===== src/rtl/spike_pkg.sv =====
// Shared definitions for the spike event encoder: default field widths and
// the event record layout {timestamp, isi} used by the encoder and its buffer.
package spike_pkg;

  localparam int TS_WIDTH_DEF  = 16;
  localparam int SPIKE_COUNT_W = 16;

  // Event record at the default width; buffer words are packed in the same
  // {timestamp, isi} order for any TS_WIDTH.
  typedef struct packed {
    logic [TS_WIDTH_DEF-1:0] timestamp;
    logic [TS_WIDTH_DEF-1:0] isi;
  } spike_event_t;

endpackage


===== src/rtl/spike_event_fifo.sv =====
// Event buffer for the spike encoder: power-of-two circular FIFO with a
// valid/ready read side. A write while full is accepted only when a read
// happens in the same cycle. Writes never bypass to the read side.
module spike_event_fifo #(
  parameter int DATA_W = 32,
  parameter int DEPTH  = 4
) (
  input  logic              clock,
  input  logic              reset,
  input  logic              wr_en,
  input  logic [DATA_W-1:0] wr_data,
  output logic              full,
  output logic              empty,
  output logic              rd_valid,
  input  logic              rd_ready,
  output logic [DATA_W-1:0] rd_data
);

  localparam int AW    = $clog2(DEPTH);
  localparam int CNT_W = AW + 1;

  logic [DATA_W-1:0] mem [DEPTH];
  logic [AW-1:0]     wr_ptr;
  logic [AW-1:0]     rd_ptr;
  logic [CNT_W-1:0]  count;
  logic              push;
  logic              pop;

  assign empty    = (count == '0);
  assign full     = (count == CNT_W'(DEPTH));
  assign rd_valid = ~empty;
  assign pop      = rd_valid & rd_ready;
  assign push     = wr_en & (~full | pop);
  // Head reads as zero while empty so the outputs are clean after reset.
  assign rd_data  = empty ? '0 : mem[rd_ptr];

  // Pointer and occupancy bookkeeping; pointers wrap naturally at DEPTH.
  always_ff @(posedge clock) begin
    if (reset) begin
      wr_ptr <= '0;
      rd_ptr <= '0;
      count  <= '0;
    end else begin
      if (push) wr_ptr <= wr_ptr + 1'b1;
      if (pop)  rd_ptr <= rd_ptr + 1'b1;
      if (push && !pop)      count <= count + 1'b1;
      else if (pop && !push) count <= count - 1'b1;
    end
  end

  // Storage array; data is not reset, emptiness is tracked by count.
  always_ff @(posedge clock) begin
    if (push) mem[wr_ptr] <= wr_data;
  end

endmodule


===== src/rtl/spike_event_encoder.sv =====
// Spike event encoder: detects rising edges of the neuron spike flag,
// stamps each with a free-running timestamp and the inter-spike interval,
// and queues {timestamp, isi} records for a valid/ready consumer.
// Optional build macro SPIKE_ENC_REFRACTORY_EN adds a post-detection
// lockout of REFRACT_CYCLES enabled cycles.
module spike_event_encoder
  import spike_pkg::*;
#(
  parameter int TS_WIDTH       = TS_WIDTH_DEF,
  parameter int FIFO_DEPTH     = 4,
  parameter int REFRACT_CYCLES = 8
) (
  input  logic                     clock,
  input  logic                     reset,
  input  logic                     spike_in,
  input  logic                     enable,
  output logic                     ev_valid,
  input  logic                     ev_ready,
  output logic [TS_WIDTH-1:0]      ev_timestamp,
  output logic [TS_WIDTH-1:0]      ev_isi,
  output logic                     overflow,
  output logic [SPIKE_COUNT_W-1:0] spike_count
);

  logic [TS_WIDTH-1:0]   ts_cnt;
  logic [TS_WIDTH-1:0]   isi_cnt;
  logic                  spike_prev;
  logic                  edge_seen;
  logic                  detect;
  logic                  fifo_full;
  logic                  fifo_empty;
  logic                  pop;
  logic [2*TS_WIDTH-1:0] head_word;

  function automatic logic [TS_WIDTH-1:0] sat_inc_isi(input logic [TS_WIDTH-1:0] v);
    return (&v) ? v : v + 1'b1;
  endfunction

  function automatic logic [SPIKE_COUNT_W-1:0] sat_inc_count(input logic [SPIKE_COUNT_W-1:0] v);
    return (&v) ? v : v + 1'b1;
  endfunction

  assign edge_seen = enable & spike_in & ~spike_prev;
  assign pop       = ev_valid & ev_ready;

`ifdef SPIKE_ENC_REFRACTORY_EN
  localparam int REFR_W = $clog2(REFRACT_CYCLES + 1);
  logic [REFR_W-1:0] refr_cnt;

  assign detect = edge_seen & (refr_cnt == '0);

  // Lockout timer: loaded on any detection, counts down on enabled cycles.
  always_ff @(posedge clock) begin
    if (reset)                    refr_cnt <= '0;
    else if (detect)              refr_cnt <= REFR_W'(REFRACT_CYCLES);
    else if (enable && refr_cnt != '0) refr_cnt <= refr_cnt - 1'b1;
  end
`else
  // Lockout length only matters when the refractory feature is built in.
  logic [31:0] unused_refract;
  assign unused_refract = 32'(REFRACT_CYCLES);
  assign detect = edge_seen;
`endif

  // Edge history tracks the raw flag every cycle, even while disabled.
  always_ff @(posedge clock) begin
    if (reset) spike_prev <= 1'b0;
    else       spike_prev <= spike_in;
  end

  // Timestamp wraps; ISI saturates and restarts at 1 after a detection.
  always_ff @(posedge clock) begin
    if (reset) begin
      ts_cnt  <= '0;
      isi_cnt <= '0;
    end else if (enable) begin
      ts_cnt  <= ts_cnt + 1'b1;
      isi_cnt <= detect ? TS_WIDTH'(1) : sat_inc_isi(isi_cnt);
    end
  end

  // Sticky overflow on a drop and saturating count of all detections.
  always_ff @(posedge clock) begin
    if (reset) begin
      overflow    <= 1'b0;
      spike_count <= '0;
    end else if (detect) begin
      spike_count <= sat_inc_count(spike_count);
      if (fifo_full && !pop) overflow <= 1'b1;
    end
  end

  spike_event_fifo #(
    .DATA_W (2*TS_WIDTH),
    .DEPTH  (FIFO_DEPTH)
  ) u_fifo (
    .clock    (clock),
    .reset    (reset),
    .wr_en    (detect),
    .wr_data  ({ts_cnt, isi_cnt}),
    .full     (fifo_full),
    .empty    (fifo_empty),
    .rd_valid (ev_valid),
    .rd_ready (ev_ready),
    .rd_data  (head_word)
  );

  assign {ev_timestamp, ev_isi} = head_word;

endmodule


===== config.mk =====
export PLATFORM = sky130hd
export DESIGN_NAME = spike_event_encoder
export DESIGN_NICKNAME = d
export VERILOG_FILES = /design/src/rtl/spike_pkg.sv /design/src/rtl/spike_event_fifo.sv /design/src/rtl/spike_event_encoder.sv
export SDC_FILE = /design/constraint.sdc
export NUM_CORES = 1
export LEC_CHECK = 0
export CAP_MARGIN = 30
export CORE_UTILIZATION = 58
export CTS_CLUSTER_SIZE = 12
export DETAILED_ROUTE_END_ITERATION = 10
export PLACE_DENSITY = 0.81
export RECOVER_POWER = 25
export SLEW_MARGIN = 20
export SYNTH_ARGS = -nofsm -noshare
export SYNTH_HDL_FRONTEND = slang
export SYNTH_SLANG_ARGS = --single-unit

===== constraint.sdc =====
create_clock -name clock -period 3 [get_ports clock]
set_clock_uncertainty 0.05 [all_clocks]
set_input_delay 0.6 -clock clock [delete_from_list [all_inputs] [get_ports clock]]
set_output_delay 0.6 -clock clock [all_outputs]
set_load 0.005 [all_outputs]

# Yosys cells after proc, flatten, opt, wreduce, memory -nomap -nowiden
# Memory sizes are Yosys's and may differ from the RTL's. A register that Yosys moved wholly into a read port is not among the register bits.
# Index checks and enable logic that the tools add are counted.
# W data, S select, Z words.
# word_totals
regBits,57
output_inout_bits,50
in_bits,5
wordCells,48
rom_bits,0
latch_bits,0
ram_bits,128
n_memories,1
# mem_list
name,depth,word_bits,read_ports,rd_clocked_by_memory_dff,write_ports,line_no,rtl
u_fifo.mem,4,32,1,1,1,spike_event_fifo.sv:22,logic [DATA_W-1:0] mem [DEPTH];
# classes
n_mux,9
reduce_logical,12
order_cmp,0
eq_ne,2
bitwise_logic,9
shift,0
add_sub_neg,7
mul,0
div,0
# op_table
op,n
$add A16 B1 Y16 const B,3
$mux W16,2
$mux W32,1
$reduce_and A16 Y1,2
$mux W3,2
$reduce_and A2 Y1,3
$add A2 B1 Y2 const B,2
$and A1 B1 Y1,4
$mux W2,2
$not A1 Y1,4
$add A3 B1 Y3 const B,1
$eq A3 B3 Y1 const B,1
$logic_and A1 B1 Y1,3
$logic_not A3 Y1,1
$sub A3 B1 Y3 const B,1
$logic_not A1 Y1,2
$mux W1,2
$ne A2 B2 Y1 const B,1
$reduce_bool A2 Y1,1
$or A1 B1 Y1,1

# Logic depth before layout (Yosys ltp)
# Gate-level depths: netlist of run 1.
# logic_depth
depth_word,9
ltp_mapped,9
depth_no_buf,8

# Cells and area by module
# A second synthesis of run 1 with hierarchy kept.
# unflattened
hier_cells,543
area_unflattened_um2,7737.4
# by_module_without_submodules
mod,area_per_inst_um2,cells_each,n_inst,seq_area_each_um2
spike_event_fifo,5322.6,252,1,4023.9
spike_event_encoder,2414.8,291,1,1001.0

# Least setup slack after synthesis of run 1
# OpenSTA, ideal clock, no wires.
# synth_path
path_type,input to register
start,in enable
end,reg u_fifo.count[2]
path_slack_ns,0.534
required_ns,2.880
path_stages,9
n_path_buf,1
setup_time_ns,0.070
arrival_ns,2.346
path_cell_list,clkbuf_8 nand3b_1 nor2_1 ha_1 inv_1 fa_1 xor2_1 or3_1 a21oi_1
# synth_between
elab_chain_len,6
elab_cells_between_ends,8
classes_between,mux: 1; bitwise: 3; reduce/logical: 4
# synth_lines
item,line_no,rtl
from (decl),spike_event_encoder.sv:16,"input logic enable,"
$and A1 B1 Y1 (*) (2 in series),spike_event_encoder.sv:43,assign edge_seen = enable & spike_in & ~spike_prev;
$and A1 B1 Y1 (*),spike_event_fifo.sv:33,assign push = wr_en & (~full | pop);
via u_fifo.push,spike_event_fifo.sv:26,logic push;
$logic_not A1 Y1,spike_event_fifo.sv:47,else if (pop && !push) count <= count - 1'b1;
$logic_and A1 B1 Y1,spike_event_fifo.sv:47,
$reduce_bool A2 Y1 (no line),--,
to (signal assigned),spike_event_fifo.sv:46,if (push && !pop) count <= count + 1'b1;
to (signal assigned),spike_event_fifo.sv:47,
to (decl),spike_event_fifo.sv:25,logic [CNT_W-1:0] count;
# The timed path passes the listed nets; every way through them passes the cells marked *.
# A chain may end at the register's enable or synchronous reset.

==> results of run 1 <==
[critical path, stage by stage, from the launching register on]
cell,delay [ps]
dfxtp_2,340
buf_12,260
mux4_2,550
and2_1,210
clkdlybuf4s50_1,450
[metrics by stage]
| stage | instance area, um^2 | hold WS, ps | setup WS (ps) |
|---|---|---|---|
| after floorplan | 7840 | 409 | 534 |
| after global placement | 8630 | 407 | 270 |
| after detailed placement | 8630 | 415 | 200 |
| after CTS | 9160 | 435 | 53.2 |
| after global routing | 9160 | 479 | 2.37 |
| final | 9160 | 431 | 87.7 |
[where the power goes]
group / switching (W) / internal [W] / leakage [nW]
combinational: 0.000619 / 0.000925 / 1.08
sequential: 0.0000533 / 0.00282 / 1.68
clock: 0.000910 / 0.00110 / 0.255
total: 0.00158 / 0.00485 / 3.01
[worst paths after layout]
check / to / slack, ps / cells past startpoint
worst max-delay path: ev_isi[0] / 90 / 4
worst min-delay path: overflow$_SDFFE_PP0P_ / 430 / 2
worst max register to register: u_fifo.count[2]$_SDFFE_PP0P_ / 550 / 9
worst min register to register: overflow$_SDFFE_PP0P_ / 430 / 2
[logic make-up (layout without fill, tap and decap cells)]
group	after synthesis	in the layout
AND/OR/NAND/NOR	188	188
flip-flops	187	187
AO/OA/AOI/OAI	71	71
multiplexers	42	42
buffers and inverters	41	120
XOR/XNOR	13	13
adder cells (fa/ha/maj)	9	9
[registers in the layout, indices dropped and copies added, names as in the netlist, 2 cells and up, named ones only]
name,count
u_fifo.mem,128
isi_cnt,16
spike_count,16
ts_cnt,16
u_fifo.count,3
u_fifo.rd_ptr,2
u_fifo.wr_ptr,2
[cells in the mapped netlist, drive strengths merged (4+ instances only)]
master	instances	area [um^2]
a21oi	19	95.1
a311oi	4	35.0
a31oi	14	87.6
a41o	4	40.0
and2	38	238
and3	6	37.5
and4	8	72.6
buf	10	60.1
clkbuf	18	88.8
dfxtp	59	1180
edfxtp	128	3840
ha	8	100
inv	13	48.8
mux2	6	67.6
mux2i	4	40.0
mux4	32	721
nand2	26	97.6
nand2b	4	25.0
nand3	9	45.0
nand4	16	115
nor2	30	113
nor2b	7	43.8
nor3	5	25.0
nor4	6	43.8
o211ai	4	30.0
o21ai	11	55.1
o31ai	4	30.0
or3	14	90.1
or4	11	86.3
xnor2	5	43.8
xor2	8	70.1
[cell type report]
class	count	area, um^2	area share
Inverter	13	48.8	0.00533
Tap cell	176	220	0.0240
Timing Repair Buffer	75	718	0.0784
Multi-Input combinational cell	323	2620	0.286
Sequential cell	187	5030	0.549
Clock buffer	22	464	0.0507
Clock inverter	10	67.6	0.00737
[layer usage]
| metal | vias to the layer above | global-route usage | wire length (um) |
|---|---|---|---|
| li1 | 2259 | - | - |
| met3 | 32 | 0.0541 | 949 |
| met2 | 191 | 0.392 | 7580 |
| met1 | 2387 | 0.288 | 6130 |
| met5 | - | 0 | 0 |
| met4 | 0 | 0.0825 | 295 |
==> results.md, run 1 <==
- Largest family of logic cells by synthesized area: simple AND/OR/NAND/NOR gates
- #FFs+latches synth: 187
- Synth Area in Compound Gates: 0.0589
- Syn Nets: 565
- Largest net degree at the start of global routing: 33
- Setup TNS after final layout: 0 ps
- Slew margin rel.: 0.612
- Unrepaired setup endpoints after global routing: false
- Die area: 0.0140 mm^2
- Clock slew at reported path FFs: 70 ps
- GRT Residual Overflow: 0
- Synthesized cell area: roughly 0.008 mm^2
- Final Hold Vio Count: 0
- CP arrival: roughly 2300 ps
- First-pass GRT wire length: 24.5 mm
- Post-synth EDFFs: 128
- # Post-CTS Setup Buffers: 0
- Post-CTS sizing: 0
- Cells after DPL: between 700 and 800
- Port Buf Inserts: 54
- Warnings, synthesis: 0
- Post-synthesis sequential area ratio: 0.641
- GRT Overall Usage: 0.230
- Power per cell area: 702 mW/mm^2
- Avg Cell Area, Syn: between 10 and 15 um^2
- CTS Buf Count: 17
- Worst slew pin tran: slightly below 600 ps
- Initial Utilization: 0.594
- Floorplan row count: 42
- Fillers: 849
- Proportion of synthesized area in mux cells: 0.106
- Critical R2R Launch: u_fifo.count[0]$_SDFFE_PP0P_
- DR WL/cell: 18.6 um
- Layout cells sized above 1: 0.154
- TritonCTS clock tree: done
- Ys flop type: edfxtp_1
- Chip width: between 100 and 150 um
- CP Capture Type: output port
- Final min period: 2910 ps
- Routed vias: 4869
- Count of cell types in the netlist: 53
- Total power draw: between 0.006 and 0.007 W
- Fmax: 343 MHz
- Core Util, Final: 0.695
- Max FO, Critical Path: 32
- Status: finished clean
- I/O Pins: 55
- DR DRC count: 0
- CTS HTree Levels: 4
- Max Buffers Root-to-Sink: 2
- CP Class: flop to output port
- Synth Area in Adders: 0.0153
- Synth Area in XOR/XNOR: 0.0145
- Finished Layout Cells: roughly 810
- Gate count of the mapped netlist: 551
- P&R area growth vs syn: 16.9%
- Most frequent cells in the layout: edfxtp_1, dfxtp_1, clkdlybuf4s50_1, and2_1, mux4_2
- Vias in the first global route: 4875
- First-pass DRT Iterations: 5
- Root buffer cell: clkbuf_16
- Leading cell type in the layout, fill and taps excluded: edfxtp_1
- Antenna-violating nets left: 0
- Maximum VDD drop: 0.340 mV
- Die Y: 118 um
- Post-CTS Hold Buffers: 0
- Worst Hold Class: flop to flop
- # clock sinks: 187
- DR iter-0 viols: 439
- Synth async-reset ratio: 0
- ANT cells: 0
- Static Leakage: 3.01 nW
- Core ar.: about 0.013 mm^2
- Max-Cap Viols: 0
- DP HPWL: 9.14 mm
- Vias per cell: 6.04
- Final cycle utilization of the critical path: 0.971
- Req. time, crit path: 2350 ps
- Fin. max-slew vios: 0
- Worst Setup Start Kind: flop
- WL final: approximately 15 mm
- Initial antenna violation count: 0
- Routability cong.: 0.804
- Post-Synth Simple-Gate Area: 0.139
- Nets: roughly 630
- Hold wc startpoint: overflow$_SDFFE_PP0P_
- Finish-stage setup viols: 0
- Clk Latency, worst-skew pair: 430 ps
(Power assumes the default switching activity.)
==> run 2: changes to the inputs <==
RECOVER_POWER = default   (was 25)
SYNTH_HIERARCHICAL = 1   (was default)
==> run 2 against run 1 <==
Area after synthesis down 1.3%. Synthesized cell count down 1.5%. Cell area up 0.49%. Highest routed layer unchanged.
==> results.md, run 2 <==
- Status: finished clean
- Proportion of synthesized area in mux cells: 0.102
- Most frequent cells in the layout: edfxtp_1, dfxtp_1, nor2_1, clkdlybuf4s50_1, nor2b_1
- DR DRC count: 0
- Worst Setup Start Kind: flop
- # Post-CTS Setup Buffers: 0
- R2R cell count: 7
- Max FO, Critical Path: 32
- Switch share: 0.245
- Int Power: 0.00509 W
- Hold Path Sink: overflow$_SDFFE_PP0P_
- Hold wc startpoint: overflow$_SDFFE_PP0P_
- Worst slew pin tran: 784 ps
- Most common cell in the synthesized netlist: edfxtp_1
- Routed vias: around 4700
- Syn Nets: 557
- Die area: 0.0138 mm^2
- Final Hold Vio Count: 0
- First-pass GRT wire length: 23.8 mm
- Chip width: 118 um
- Largest family of logic cells by synthesized area: simple AND/OR/NAND/NOR gates
- Clock slew at reported path FFs: 70 ps
- CP Capture Type: output port
- Floorplan row count: 41
- Final min period: 2850 ps
- Largest Register: u_fifo/mem
- Leading cell type in the layout, fill and taps excluded: edfxtp_1
- GRT Overall Usage: 0.225
- #FFs+latches synth: approximately 190
- Final cycle utilization of the critical path: 0.952
- GRT Residual Overflow: 0
- Ys flop type: edfxtp_1
- CP Class: flop to output port
- Register share of total power: 0.428
- Static Leakage: 3.04 nW
- Cell Chain, Critical Path: buf_12, mux4_2, nor2b_1, clkdlybuf4s50_1
- Vias per cell: 5.84
- Unrepaired setup endpoints after global routing: false
- ANT cells: 0
- Fmax: roughly 350 MHz
- Slowest cell on the critical path: mux4_2
- Port Buf Inserts: 54
- First-pass DRT Iterations: 6
- Req. time, crit path: 2350 ps
- Die Y: ~120 um
- Ranking of synthesized cells by area: edfxtp_1, dfxtp_1, mux4_2, nor2b_1, nor2_1
- Synth Area in Adders: 0.0155
- Routability cong.: a little over 0.8
- Max Buffers Root-to-Sink: 2
- Post-Synth Simple-Gate Area: 0.134
- Gate count of the mapped netlist: 543
- Nets: approximately 630
- Initial antenna violation count: 0
- Largest net degree at the start of global routing: between 40 and 50
- Max reg flops: 128
- Post-synth EDFFs: 128
- TritonCTS clock tree: done
- Area leader, netlist: edfxtp_1
- R2R Setup Slk: 320 ps
- Avg Cell Area, Syn: 14.2 um^2
- Core ar.: 0.0128 mm^2
- Hold depth: 2
- CP peak stage delay: 560 ps
- Root buffer cell: clkbuf_16
- Critical R2R Launch: isi_cnt[0]$_SDFFE_PP0P_
- P&R area growth vs syn: 19.0%
- Count of cell types in the netlist: between 40 and 50
- Slew margin rel.: 0.477
- Clock power share: 0.333
- Post-synthesis sequential area ratio: 0.649
- Warnings, synthesis: 6
- Net switching power: 0.00165 W
- Initial Utilization: 0.603
- CTS Buf Count: 17
- CTS HTree Levels: 4
- Top-area cell type share of the netlist area: 0.497
- DR iter-0 viols: 531
- WL final: 14.4 mm
- Synth Area in XOR/XNOR: 0.0362
- I/O Pins: 55
- FF-to-FF End: isi_cnt[5]$_SDFFE_PP0P_
- Vias in the first global route: between 4000 and 5000
- Clk Latency, worst-skew pair: roughly 430 ps
- Antenna-violating nets left: 0
- Post-CTS Hold Buffers: 0
- Post-CTS sizing: 0
- Core Util, Final: 0.718
- Synth async-reset ratio: 0
- Synthesized cell area: 0.00774 mm^2
- # clock sinks: approximately 190
- Logic pwr share: 0.239
- Worst Hold Class: flop to flop
- Synth Area in Compound Gates: 0.0409
- Finish-stage setup viols: 0
- Max-Cap Viols: 0
- Maximum VDD drop: 0.442 mV
- Most instantiated cells after synthesis: edfxtp_1, dfxtp_1, nor2_1
- Power per cell area: 732 mW/mm^2
- CP arrival: about 2200 ps
- DP HPWL: 8.50 mm
- Layout cells sized above 1: 0.147
- Setup TNS after final layout: 0 ps
- DR WL/cell: 18.1 um
- Fin. max-slew vios: 0
[run 2: cell count changes after synthesis, moves of 4 or more]
| cell | delta |
|---|---|
| and2_1 | -29 |
| nor2b_1 | +27 |
| nor2_1 | +24 |
| a31oi_1 | -12 |
| xnor2_1 | +10 |
| xor2_1 | +9 |
| or4_1 | -6 |
| mux2_2 | -5 |
| o21ai_1 | +5 |
| a311oi_1 | -4 |
| a41o_1 | -4 |
[run 2: power by group through the flow]
stage / clock network (W) / registers [W] / logic [W]
2_1_floorplan: 0 / 0.00292 / 0.000906
3_3_place_gp: 0 / 0.00293 / 0.00153
3_5_place_dp: 0 / 0.00294 / 0.00155
4_1_cts: 0.00228 / 0.00289 / 0.00155
5_1_grt: 0.00239 / 0.00289 / 0.00176
6_report: 0.00224 / 0.00289 / 0.00161
[run 2: worst max-delay path, delay by kind of cell (launching register included)]
family | cells | cell delay (ps)
flops | 1 | 350
buf+inv | 2 | 690
mux | 1 | 560
simple gates | 1 | 150
[run 2: layout make-up]
| cell class | count | area (um^2) |
|---|---|---|
| Sequential cell | 187 | 5030 |
| Fill cell | 817 | 3620 |
| Multi-Input combinational cell | 323 | 2550 |
| Timing Repair Buffer | 71 | 763 |
| Clock buffer | 24 | 547 |
| Tap cell | 172 | 215 |
| Clock inverter | 8 | 63.8 |
| Inverter | 12 | 45.0 |
[run 2: layer usage]
| layer | track usage | part of all wire |
|---|---|---|
| met1 | 0.294 | 0.43 |
| met2 | 0.374 | 0.50 |
| met3 | 0.0455 | 0.046 |
| met4 | 0.0889 | 0.018 |
| met5 | 0 | 0 |
[run 2: cells by family (layout without fill, tap and decap cells)]
group,count (synthesis),after routing
compound gates,52,52
flops,187,187
mux,39,39
fa+ha+maj,9,9
buf+inv,33,115
simple gates,191,191
xor+xnor,32,32
[run 2: metrics by stage]
stage | hold slack [ps] | setup slack [ps] | std cells | power (W) | area, um^2
floorplan | 409 | 41.5 | 543 | 0.00383 | 7740
global placement | 409 | 241 | 761 | 0.00446 | 8550
detailed placement | 415 | 121 | 761 | 0.00449 | 8550
CTS | 443 | 57.7 | 793 | 0.00672 | 9170
global route | 481 | 44.6 | 797 | 0.00704 | 9210
finish | 436 | 145 | 797 | 0.00674 | 9210
[run 2: worst max path at each step]
stage,end,start,cells past startpoint,slack [ps]
floorplan,u_fifo/count[2]$_SDFFE_PP0P_,enable,10,40
global placement,u_fifo/count[2]$_SDFFE_PP0P_,enable,10,240
detailed placement,u_fifo/count[2]$_SDFFE_PP0P_,enable,10,120
CTS,ev_isi[10],u_fifo/count[1]$_SDFFE_PP0P_,4,60
global route,ev_isi[7],flop,4,40
finish,ev_isi[9],flop,4,150
==> run 3: changes to the inputs <==
CORE_UTILIZATION = 59   (was 58)
CTS_BUF_LIST = sky130_fd_sc_hd__clkbuf_2 sky130_fd_sc_hd__clkbuf_4 sky130_fd_sc_hd__clkbuf_8   (was default)
PLACE_DENSITY = 0.82   (was 0.81)
==> run 3 against run 2 <==
Final cell count shrank 0.38%. Core utilization fell by 1.8 points. Worst setup slack got worse by 33 ps. Combinational power is 6% lower. First-iteration DRC count decreased by 59%. Sequential share of layout area up 1.9 points. Critical path depth unchanged. Flip-flop and latch count stayed put. Worst hold slack worse by 8.6 ps. Via count down 1.6%. Cell area fell by 3.3%. Die area fell by 1.7%. Highest routed layer unchanged.
==> results.md, run 3 (synthesis results as in run 2) <==
- Critical R2R Launch: isi_cnt[1]$_SDFFE_PP0P_
- FF-to-FF End: isi_cnt[4]$_SDFFE_PP0P_
- First-pass DRT Iterations: 5
- Max FO, Critical Path: 32
- Post-CTS sizing: 0
- Routed vias: 4585
- Fmax: 346 MHz
- GRT Residual Overflow: 0
- DR iter-0 viols: 219
- Layout cells sized above 1: 0.146
- I/O Pins: between 50 and 60
- Post-CTS Hold Buffers: 0
- Final Cell Area: slightly below 0.009 mm^2
- P&R area growth vs syn: 15.0%
- CP arrival: between 2000 and 2500 ps
- TritonCTS clock tree: done
- Finished Layout Cells: 794
- Setup TNS after final layout: 0 ps
- Port Buf Inserts: 54
- Hold wc startpoint: overflow$_SDFFE_PP0P_
- Multi-input gate area: 0.00255 mm^2
- First-pass GRT wire length: 22.2 mm
- DR DRC count: 0
- Max reg flops: 128
- Antenna-violating nets left: 0
- Largest net degree at the start of global routing: 40
- Reg area: 0.00503 mm^2
- Max Buffers Root-to-Sink: 2
- DP HPWL: 8.69 mm
- CTS Buf Count: 17
- Hold Path Sink: overflow$_SDFFE_PP0P_
- Worst Setup Start Kind: flop
- Nets: 623
- Final cycle utilization of the critical path: 0.962
- Static Leakage: just under 3 nW
- Hold depth: 2
- # clock sinks: 187
- Power per cell area: approximately 650 mW/mm^2
- CP Class: flop to output port
- DR WL/cell: 17.4 um
- Die area: 0.0136 mm^2
- Final Hold Vio Count: 0
- Fin. max-slew vios: 0
- Worst slew pin tran: 532 ps
- Vias in the first global route: 4499
- CTS HTree Levels: 4
- ANT cells: 0
- Initial antenna violation count: 0
- GRT Overall Usage: 0.224
- WL final: 13.8 mm
- Unrepaired setup endpoints after global routing: false
- Finish-stage setup viols: 0
- Largest Register: u_fifo/mem
- Slew margin rel.: 0.642
- Routability cong.: 0.828
- Status: finished clean
- Core Util, Final: 0.700
- Req. time, crit path: 2350 ps
- Vias per cell: 5.77
- Max-Cap Viols: 0
- Floorplan row count: 41
- Die Y: 117 um
- Maximum VDD drop: between 0.3 and 0.4 mV
- Chip width: 117 um
- Cells after DPL: 762
- Leading cell type in the layout, fill and taps excluded: edfxtp_1
- Root buffer cell: clkbuf_8
- # Post-CTS Setup Buffers: 0
- Fillers: 884
- Core ar.: ~0.013 mm^2
- R2R cell count: 7
- Most frequent cells in the layout: edfxtp_1, dfxtp_1, nor2_1, clkdlybuf4s50_1, nor2b_1
- Worst Hold Class: flop to flop
- Initial Utilization: 0.608
- Placement-stage cell area: 0.00856 mm^2
- Final min period: slightly below 3000 ps
- R2R Setup Slk: 470 ps
- CP Capture Type: output port
- Clk Latency, worst-skew pair: 460 ps
- Clock slew at reported path FFs: 80 ps
## run 3: per-stage QoR
step                hold slack [ps]  worst slack [ps]  power [W]
CTS                             435              55.2    0.00589
floorplan                       409              41.5    0.00383
global route                    489              5.34    0.00609
finish                          428               113    0.00582
detailed placement              418               121    0.00449
global placement                405               175    0.00445
## run 3: worst max-delay path by stage
| stage | from | endpoint |
|---|---|---|
| after global placement | enable | u_fifo/count[2]$_SDFFE_PP0P_ |
| after detailed placement | enable | u_fifo/count[2]$_SDFFE_PP0P_ |
| after CTS | flop | ev_isi[9] |
| after global routing | flop | ev_isi[9] |
| after floorplan | enable | u_fifo/count[2]$_SDFFE_PP0P_ |
| final | flop | ev_isi[9] |
## run 3: report_power, final
group	leakage [nW]	total (W)	internal, W	switching, W
sequential	1.68	0.00288	0.00281	0.0000694
clock	0.165	0.00143	0.000603	0.000826
combinational	1.04	0.00151	0.000890	0.000624
total	2.89	0.00582	0.00431	0.00152
## run 3: worst max-delay path: stages, from the launching register on
cell and delay, ps:
dfxtp_2 350, buf_12 270, mux4_2 550, nor2b_1 160, clkdlybuf4s50_1 450
## run 3: metal layers
layer / track usage / vias to the layer above / wire (um) / part of all wire
li1: - / 2156 / - / -
met1: 0.271 / 2285 / 5660 / 0.41
met2: 0.390 / 125 / 7270 / 0.53
met3: 0.0467 / 19 / 667 / 0.048
met4: 0.0949 / 0 / 218 / 0.016
met5: 0 / - / 0 / 0
## run 3: final cells by class
class | count | area share
Tap cell | 172 | 0.0242
Timing Repair Buffer | 68 | 0.0818
Clock inverter | 11 | 0.00843
Inverter | 12 | 0.00506
Sequential cell | 187 | 0.565
Clock buffer | 21 | 0.0297
Multi-Input combinational cell | 323 | 0.286
